`config.mk`:
```
export PLATFORM = sky130hd
export DESIGN_NAME = tomasulo_rs
export DESIGN_NICKNAME = d
export VERILOG_FILES = /design/src/rtl/tomasulo_pkg.sv /design/src/rtl/tomasulo_rs_age_matrix.sv /design/src/rtl/tomasulo_rs.sv
export SDC_FILE = /design/constraint.sdc
export NUM_CORES = 1
export LEC_CHECK = 0
export ABC_AREA = 1
export CORE_ASPECT_RATIO = 1.1
export CORE_MARGIN = 5
export CORE_UTILIZATION = 39
export DETAILED_ROUTE_END_ITERATION = 10
export GPL_TIMING_DRIVEN = 0
export PLACE_DENSITY = 0.64
export SYNTH_ARGS = -nofsm -noshare
export SYNTH_HDL_FRONTEND = slang
export SYNTH_SLANG_ARGS = --single-unit
```
`constraint.sdc`:
```
create_clock -name clk -period 6.74 [get_ports clk]
set_clock_uncertainty 0.2 [all_clocks]
set_input_delay 1.685 -clock clk [delete_from_list [all_inputs] [get_ports clk]]
set_output_delay 1.685 -clock clk [all_outputs]
set_load 0.02 [all_outputs]
```
`src/rtl/tomasulo_pkg.sv`:
```
// Shared types for the Tomasulo reservation station.
// Dispatch, issue and CDB bundles plus the operand snoop helper.
package tomasulo_pkg;

    localparam int RS_N   = 4;
    localparam int TAG_W  = 5;
    localparam int ROB_W  = 4;
    localparam int DATA_W = 32;
    localparam int IMM_W  = 16;
    localparam int WA_W   = 5;

    typedef logic [TAG_W-1:0]  tag_t;
    typedef logic [ROB_W-1:0]  robid_t;
    typedef logic [DATA_W-1:0] data_t;
    typedef logic [IMM_W-1:0]  imm_t;
    typedef logic [WA_W-1:0]   wa_t;

    typedef logic [$clog2(RS_N+1)-1:0] rs_crdt_t;

    typedef enum logic [3:0] {
        OP_ADD,
        OP_SUB,
        OP_AND,
        OP_OR,
        OP_XOR,
        OP_NOT,
        OP_MOV0,
        OP_MOV1,
        OP_MOVI,
        OP_MUL
    } opcode_t;

    typedef struct packed {
        logic [DATA_W-TAG_W-1:0] pad;
        tag_t                    tag;
    } oprand_tag_t;

    // Either the operand value or the tag of its producer.
    typedef union packed {
        data_t       w;
        oprand_tag_t t;
    } oprand_u_t;

    typedef struct packed {
        logic      busy;
        oprand_u_t u;
    } oprand_t;

    typedef struct packed {
        opcode_t       opcode;
        tag_t          tag;
        oprand_t [1:0] oprand;
        robid_t        robid;
        imm_t          imm;
        wa_t           wa;
    } dispatch_t;

    typedef struct packed {
        logic   vld;
        tag_t   tag;
        data_t  wdata;
        wa_t    wa;
        robid_t robid;
    } cdb_t;

    typedef struct packed {
        data_t [1:0] rdata;
        opcode_t     op;
        tag_t        tag;
        imm_t        imm;
        robid_t      robid;
        wa_t         wa;
    } issue_t;

    typedef struct packed {
        logic      vld;
        dispatch_t d;
    } rs_entry_t;

    // Replace a waiting operand by the broadcast value when tags match.
    function automatic oprand_t snoop(oprand_t o, cdb_t c);
        oprand_t r;
        r = o;
        if (o.busy && c.vld && (c.tag == o.u.t.tag)) begin
            r.busy = 1'b0;
            r.u.w  = c.wdata;
        end
        return r;
    endfunction

endpackage

```
`src/rtl/tomasulo_rs_age_matrix.sv`:
```
// Age matrix: grants the oldest requesting entry.
// older[i][j] set means entry j was dispatched before entry i.
module tomasulo_rs_age_matrix #(
    parameter int N = 4
) (
    input  logic         clk,
    input  logic         rst,
    input  logic [N-1:0] alloc,
    input  logic [N-1:0] free,
    input  logic [N-1:0] req,
    output logic [N-1:0] gnt
);

    logic [N-1:0] older [N];

    // New entry is younger than everything; it is older than nobody yet.
    always_ff @(posedge clk) begin
        if (rst) begin
            for (int i = 0; i < N; i++) begin
                older[i] <= '0;
            end
        end else begin
            for (int i = 0; i < N; i++) begin
                for (int j = 0; j < N; j++) begin
                    if (alloc[i]) begin
                        older[i][j] <= 1'(j != i);
                    end else if (alloc[j]) begin
                        older[i][j] <= 1'b0;
                    end else if (free[i]) begin
                        older[i][j] <= 1'b0;
                    end
                end
            end
        end
    end

    // Grant a requester with no older requester; stale bits are masked by req.
    always_comb begin
        gnt = '0;
        for (int i = 0; i < N; i++) begin
            gnt[i] = req[i] && !(|(older[i] & req));
        end
    end

endmodule

```
`src/rtl/tomasulo_rs.sv`:
```
// Reservation station: holds dispatched ops, snoops the CDB,
// issues the oldest ready entry and returns credits.
module tomasulo_rs
    import tomasulo_pkg::*;
#(
    parameter int N = RS_N
) (
    input  logic      clk,
    input  logic      rst,
    input  logic      disp_vld,
    input  dispatch_t disp,
    input  cdb_t      cdb,
    output logic      iss_vld,
    output issue_t    iss,
    input  logic      iss_rdy,
    output logic      crdt_ret
);

    rs_entry_t    ent [N];
    logic [N-1:0] vld;
    logic [N-1:0] rdy;
    logic [N-1:0] gnt;
    logic [N-1:0] alloc;
    logic [N-1:0] free;
    logic         fire;
    dispatch_t    disp_s;
    logic         unused_cdb;

    assign unused_cdb = ^{cdb.wa, cdb.robid};

    // Per-entry valid and ready (both operands present).
    always_comb begin
        for (int i = 0; i < N; i++) begin
            vld[i] = ent[i].vld;
            rdy[i] = ent[i].vld
                  && !ent[i].d.oprand[0].busy
                  && !ent[i].d.oprand[1].busy;
        end
    end

    // Lowest-index invalid entry takes the dispatch.
    always_comb begin
        alloc = '0;
        for (int i = N-1; i >= 0; i--) begin
            if (!vld[i]) begin
                alloc    = '0;
                alloc[i] = 1'b1;
            end
        end
        if (!disp_vld) begin
            alloc = '0;
        end
    end

    // Incoming operands also see this cycle's broadcast.
    always_comb begin
        disp_s = disp;
        for (int k = 0; k < 2; k++) begin
            disp_s.oprand[k] = snoop(disp.oprand[k], cdb);
        end
    end

    assign iss_vld = |rdy;
    assign fire    = iss_vld && iss_rdy;
    assign free    = fire ? gnt : '0;

    tomasulo_rs_age_matrix #(.N(N)) u_age (
        .clk   (clk),
        .rst   (rst),
        .alloc (alloc),
        .free  (free),
        .req   (rdy),
        .gnt   (gnt)
    );

    // Issue mux driven by the one-hot oldest-ready grant.
    always_comb begin
        iss = '0;
        for (int i = 0; i < N; i++) begin
            if (gnt[i]) begin
                iss.rdata[0] = ent[i].d.oprand[0].u.w;
                iss.rdata[1] = ent[i].d.oprand[1].u.w;
                iss.op       = ent[i].d.opcode;
                iss.tag      = ent[i].d.tag;
                iss.imm      = ent[i].d.imm;
                iss.robid    = ent[i].d.robid;
                iss.wa       = ent[i].d.wa;
            end
        end
    end

    // Entry state: allocate, retire on issue, or wake waiting operands.
    always_ff @(posedge clk) begin
        if (rst) begin
            for (int i = 0; i < N; i++) begin
                ent[i] <= '0;
            end
        end else begin
            for (int i = 0; i < N; i++) begin
                if (alloc[i]) begin
                    ent[i].vld <= 1'b1;
                    ent[i].d   <= disp_s;
                end else if (free[i]) begin
                    ent[i].vld <= 1'b0;
                end else if (ent[i].vld) begin
                    for (int k = 0; k < 2; k++) begin
                        ent[i].d.oprand[k] <= snoop(ent[i].d.oprand[k], cdb);
                    end
                end
            end
        end
    end

    // Credit returns the cycle after a handshake.
    always_ff @(posedge clk) begin
        if (rst) begin
            crdt_ret <= 1'b0;
        end else begin
            crdt_ret <= fire;
        end
    end

    // Dispatch into a full station is a dispatcher bug.
    always_ff @(posedge clk) begin
        if (!rst && disp_vld) begin
            assert (!(&vld))
            else $error("tomasulo_rs: dispatch with no free entry");
        end
    end

endmodule

```
==> flow_summary_export.csv <==
group,metric,value,unit
outcome,status,"complete, no violations",
clock_network,clk_latency,600,ps
clock_network,cts_setup_buffers,0,
pwr,ir_worst_vdd,198,uV
route,num_vias,22100,
yosys,synth_cells,2730,
sta,post-route-min-period,5670,ps
yosys,yosys_warnings,0,
yosys,synthTopCellsByArea,"edfxtp_1 (54%), nand2_1 (13%), nand3_1 (8.9%), nand4_1 (4.4%), a21oi_1 (4.2%)",
floorplan,initial_utilization,39.4,%
pwr,power,0.00698,W
pwr,leakage,12.7,nW
yosys,synth.top_cell.area_share,54.1,%
clock_network,cts_tree,"yes",
placed_design,place.gp.congestion,0.975,
yosys,syn_area,23100,sq um
global_route,grt-ovfl-total,0,
route,wire_per_inst,23.8,um
pwr,intPower,0.00492,W
clock_network,htree_levels,2,
cells_and_area,layout-drive-gt1-share,8.83,%
sta,fin_ws,1070,ps
hold_path,hold_class,"reg -> reg",
cells_and_area,area_delta_synth_final,21.4,%
pwr,p_switching,0.00205,W
setup_path,worstPathMaxFanout,10,
setup_path,worstPathRequired,4860,ps
route,wl,90900,um
yosys,ys_ff_latch,417,
pwr,swShare,29.4,%
floorplan,die_h,265,um
global_route,track_usage,27.0,%
sta,rsz0062_at_grt,"no",
floorplan,die_x,242,um
pwr,pwr-share-seq,45.7,%
pwr,p_per_area,249,nW/um^2
setup_path,cp-start-kind,"register",
placed_design,place_ws,1640,ps
clock_network,cts_buffers,46,
clock_network,cts_resized,0,
clock_network,clockRootBuffer,"clkbuf_16",
placed_design,dp.final_hpwl,63000,um
global_route,first_global_vias,21800,
yosys,yosysSeqAreaShare,54.2,%
global_route,grt_pass1_wl,133000,um
floorplan,rows,93,
sta,worst_slew_pin_slew,950,ps
yosys,yosysUniqueCellTypes,33,
floorplan,core-area,58600,sq um
placed_design,numPortBuffers,237,
global_route,antenna_found_initial,2,
pwr,combPwrFrac,19.1,%
global_route,grt_max_degree,35,
sta,maxSlewViolCount,0,
cells_and_area,nFillCells,5612,
sta,relSlewSlack,36.4,%
clock_network,clk_pin_slew,60,ps
setup_path,critPathKind,"reg -> out",
flow_run,cap_viol_max_count,0,
clock_network,cts_buffer_depth,3,
sta,setup_viol,0,
clock_network,clock_sinks,417,
clock_network,holdBufCountCts,0,
sta,fmax,177,MHz
route,viasPerCell,5.79,
setup_path,setup.worst_path.end_class,"primary output",
pwr,p_clk_share,35.2,%
route,ant_nets,0,
floorplan,die_area,64200,sq um
route,post-route-drc-count,0,
cells_and_area,fin_nets,3175,
yosys,synth_area_per_cell,8.46,sq um
sta,hold_violations,0,
yosys,synth.net_count,2881,
setup_path,cp.arrival,3780,ps
route,drt_iter0_drc,2831,
sta,period_share,84.1,%
floorplan,pin_count,251,
route,first_pass_iters,7,
yosys,yosysTopAreaCell,"edfxtp_1",
cells in the final DEF (no fill, tap or decap), types with 8 or more instances in the layout:
cell type and instances:
nand2_1 775, edfxtp_1 416, nand3_1 411, inv_1 252, clkdlybuf4s50_1 237, nor2_1 202, a21oi_1 196, nand4_1 162
buf_2 81, clkbuf_1 63, clkbuf_16 47, nand2_2 37, inv_2 23, buf_1 23, buf_4 18, clkinv_1 14
o21ai_0 12, buf_6 10, nand4_4 10, o22ai_1 9, clkinv_2 9, buf_12 8
state kept, by name, summed over array words and instances (netlist names):
register and cells:
crdt_ret 1, u_age.older 12, ent 404
layout make-up:
| class | instances | area, sq um | area share (%) |
|---|---|---|---|
| diodes | 2 | 5.00 | 0.0179 |
| plain buffers | 187 | 946 | 3.37 |
| repair buffers | 246 | 2560 | 9.13 |
| clock buffers | 55 | 1210 | 4.30 |
| multi-input cells | 1848 | 8600 | 30.7 |
| flip-flops and latches | 417 | 12500 | 44.6 |
| clock inverters | 27 | 206 | 0.736 |
| inverters | 278 | 1050 | 3.73 |
| well taps | 760 | 951 | 3.39 |
stage by stage:
step	utilization (%)	TNS [ps]	hold WS [ps]	area, sq um	instances
final	47.8	0	588	28000	3820
after floorplan	-	0	464	23100	2730
after global placement	45.0	-81920	559	26400	3727
after global routing	47.8	0	721	28000	3818
after detailed placement	45.4	0	587	26600	3736
after CTS	47.8	0	595	28000	3818
power by group through the flow:
stage / Sequential, W / Clock (W) / Combinational [W]
2_1_floorplan: 0.00322 / 0 / 0.000684
3_3_place_gp: 0.00324 / 0 / 0.00126
3_5_place_dp: 0.00324 / 0 / 0.00130
4_1_cts: 0.00319 / 0.00247 / 0.00131
5_1_grt: 0.00320 / 0.00257 / 0.00141
6_report: 0.00319 / 0.00246 / 0.00133
cells by family (layout without fill, tap and decap cells):
| family | Yosys count | in the layout | synth area share [%] |
|---|---|---|---|
| AO/OA/AOI/OAI | 222 | 222 | 4.90 |
| AND/OR/NAND/NOR | 1621 | 1621 | 32.1 |
| flip-flops | 417 | 417 | 54.2 |
| XOR/XNOR | 5 | 5 | 0.190 |
| buffers and inverters | 465 | 793 | 8.63 |
| other | 0 | 2 | 0 |
path summary, 6_finish.rpt:
kind	startpoint	endpoint	slack, ps	cells after the start
max	ent[0][100]$_SDFFCE_PN0P_	iss[56]	1070	10
min	ent[3][100]$_SDFFCE_PP0P_	crdt_ret$_SDFF_PP0_	590	4
max reg2reg	ent[3][57]$_SDFFCE_PP0P_	ent[2][73]$_SDFFCE_PN0P_	3560	11
min reg2reg	ent[3][100]$_SDFFCE_PP0P_	crdt_ret$_SDFF_PP0_	590	4
Yosys cell counts (all sizes together):
library cell / number
clkinv: 2
buf: 132
edfxtp: 416
xor2: 3
nor2: 212
nand2: 812
nand3: 413
dfxtp: 1
inv: 276
nand3b: 1
nand4: 172
o221ai: 1
o21ai: 14
a21oi: 196
nor3: 11
o22ai: 9
o21bai: 2
clkbuf: 55
xnor2: 2
worst max-delay path: stages (launching register included):
cell,delay (ps)
edfxtp_1,480
nand3_1,180
clkinv_1,110
nand2_1,70
nand2_1,70
nor2_4,320
buf_2,440
clkbuf_1,550
nand2_1,120
nand2_1,190
clkdlybuf4s50_1,640
layer usage:
metal / vias to the layer above / routed length (um) / global-route usage, %
met5: - / 0 / 0
met4: 0 / 5840 / 14.4
met3: 403 / 10600 / 6.52
met2: 1667 / 41800 / 45.0
met1: 10200 / 32700 / 32.6
li1: 9837 / - / -
(Power assumes the default switching activity.)
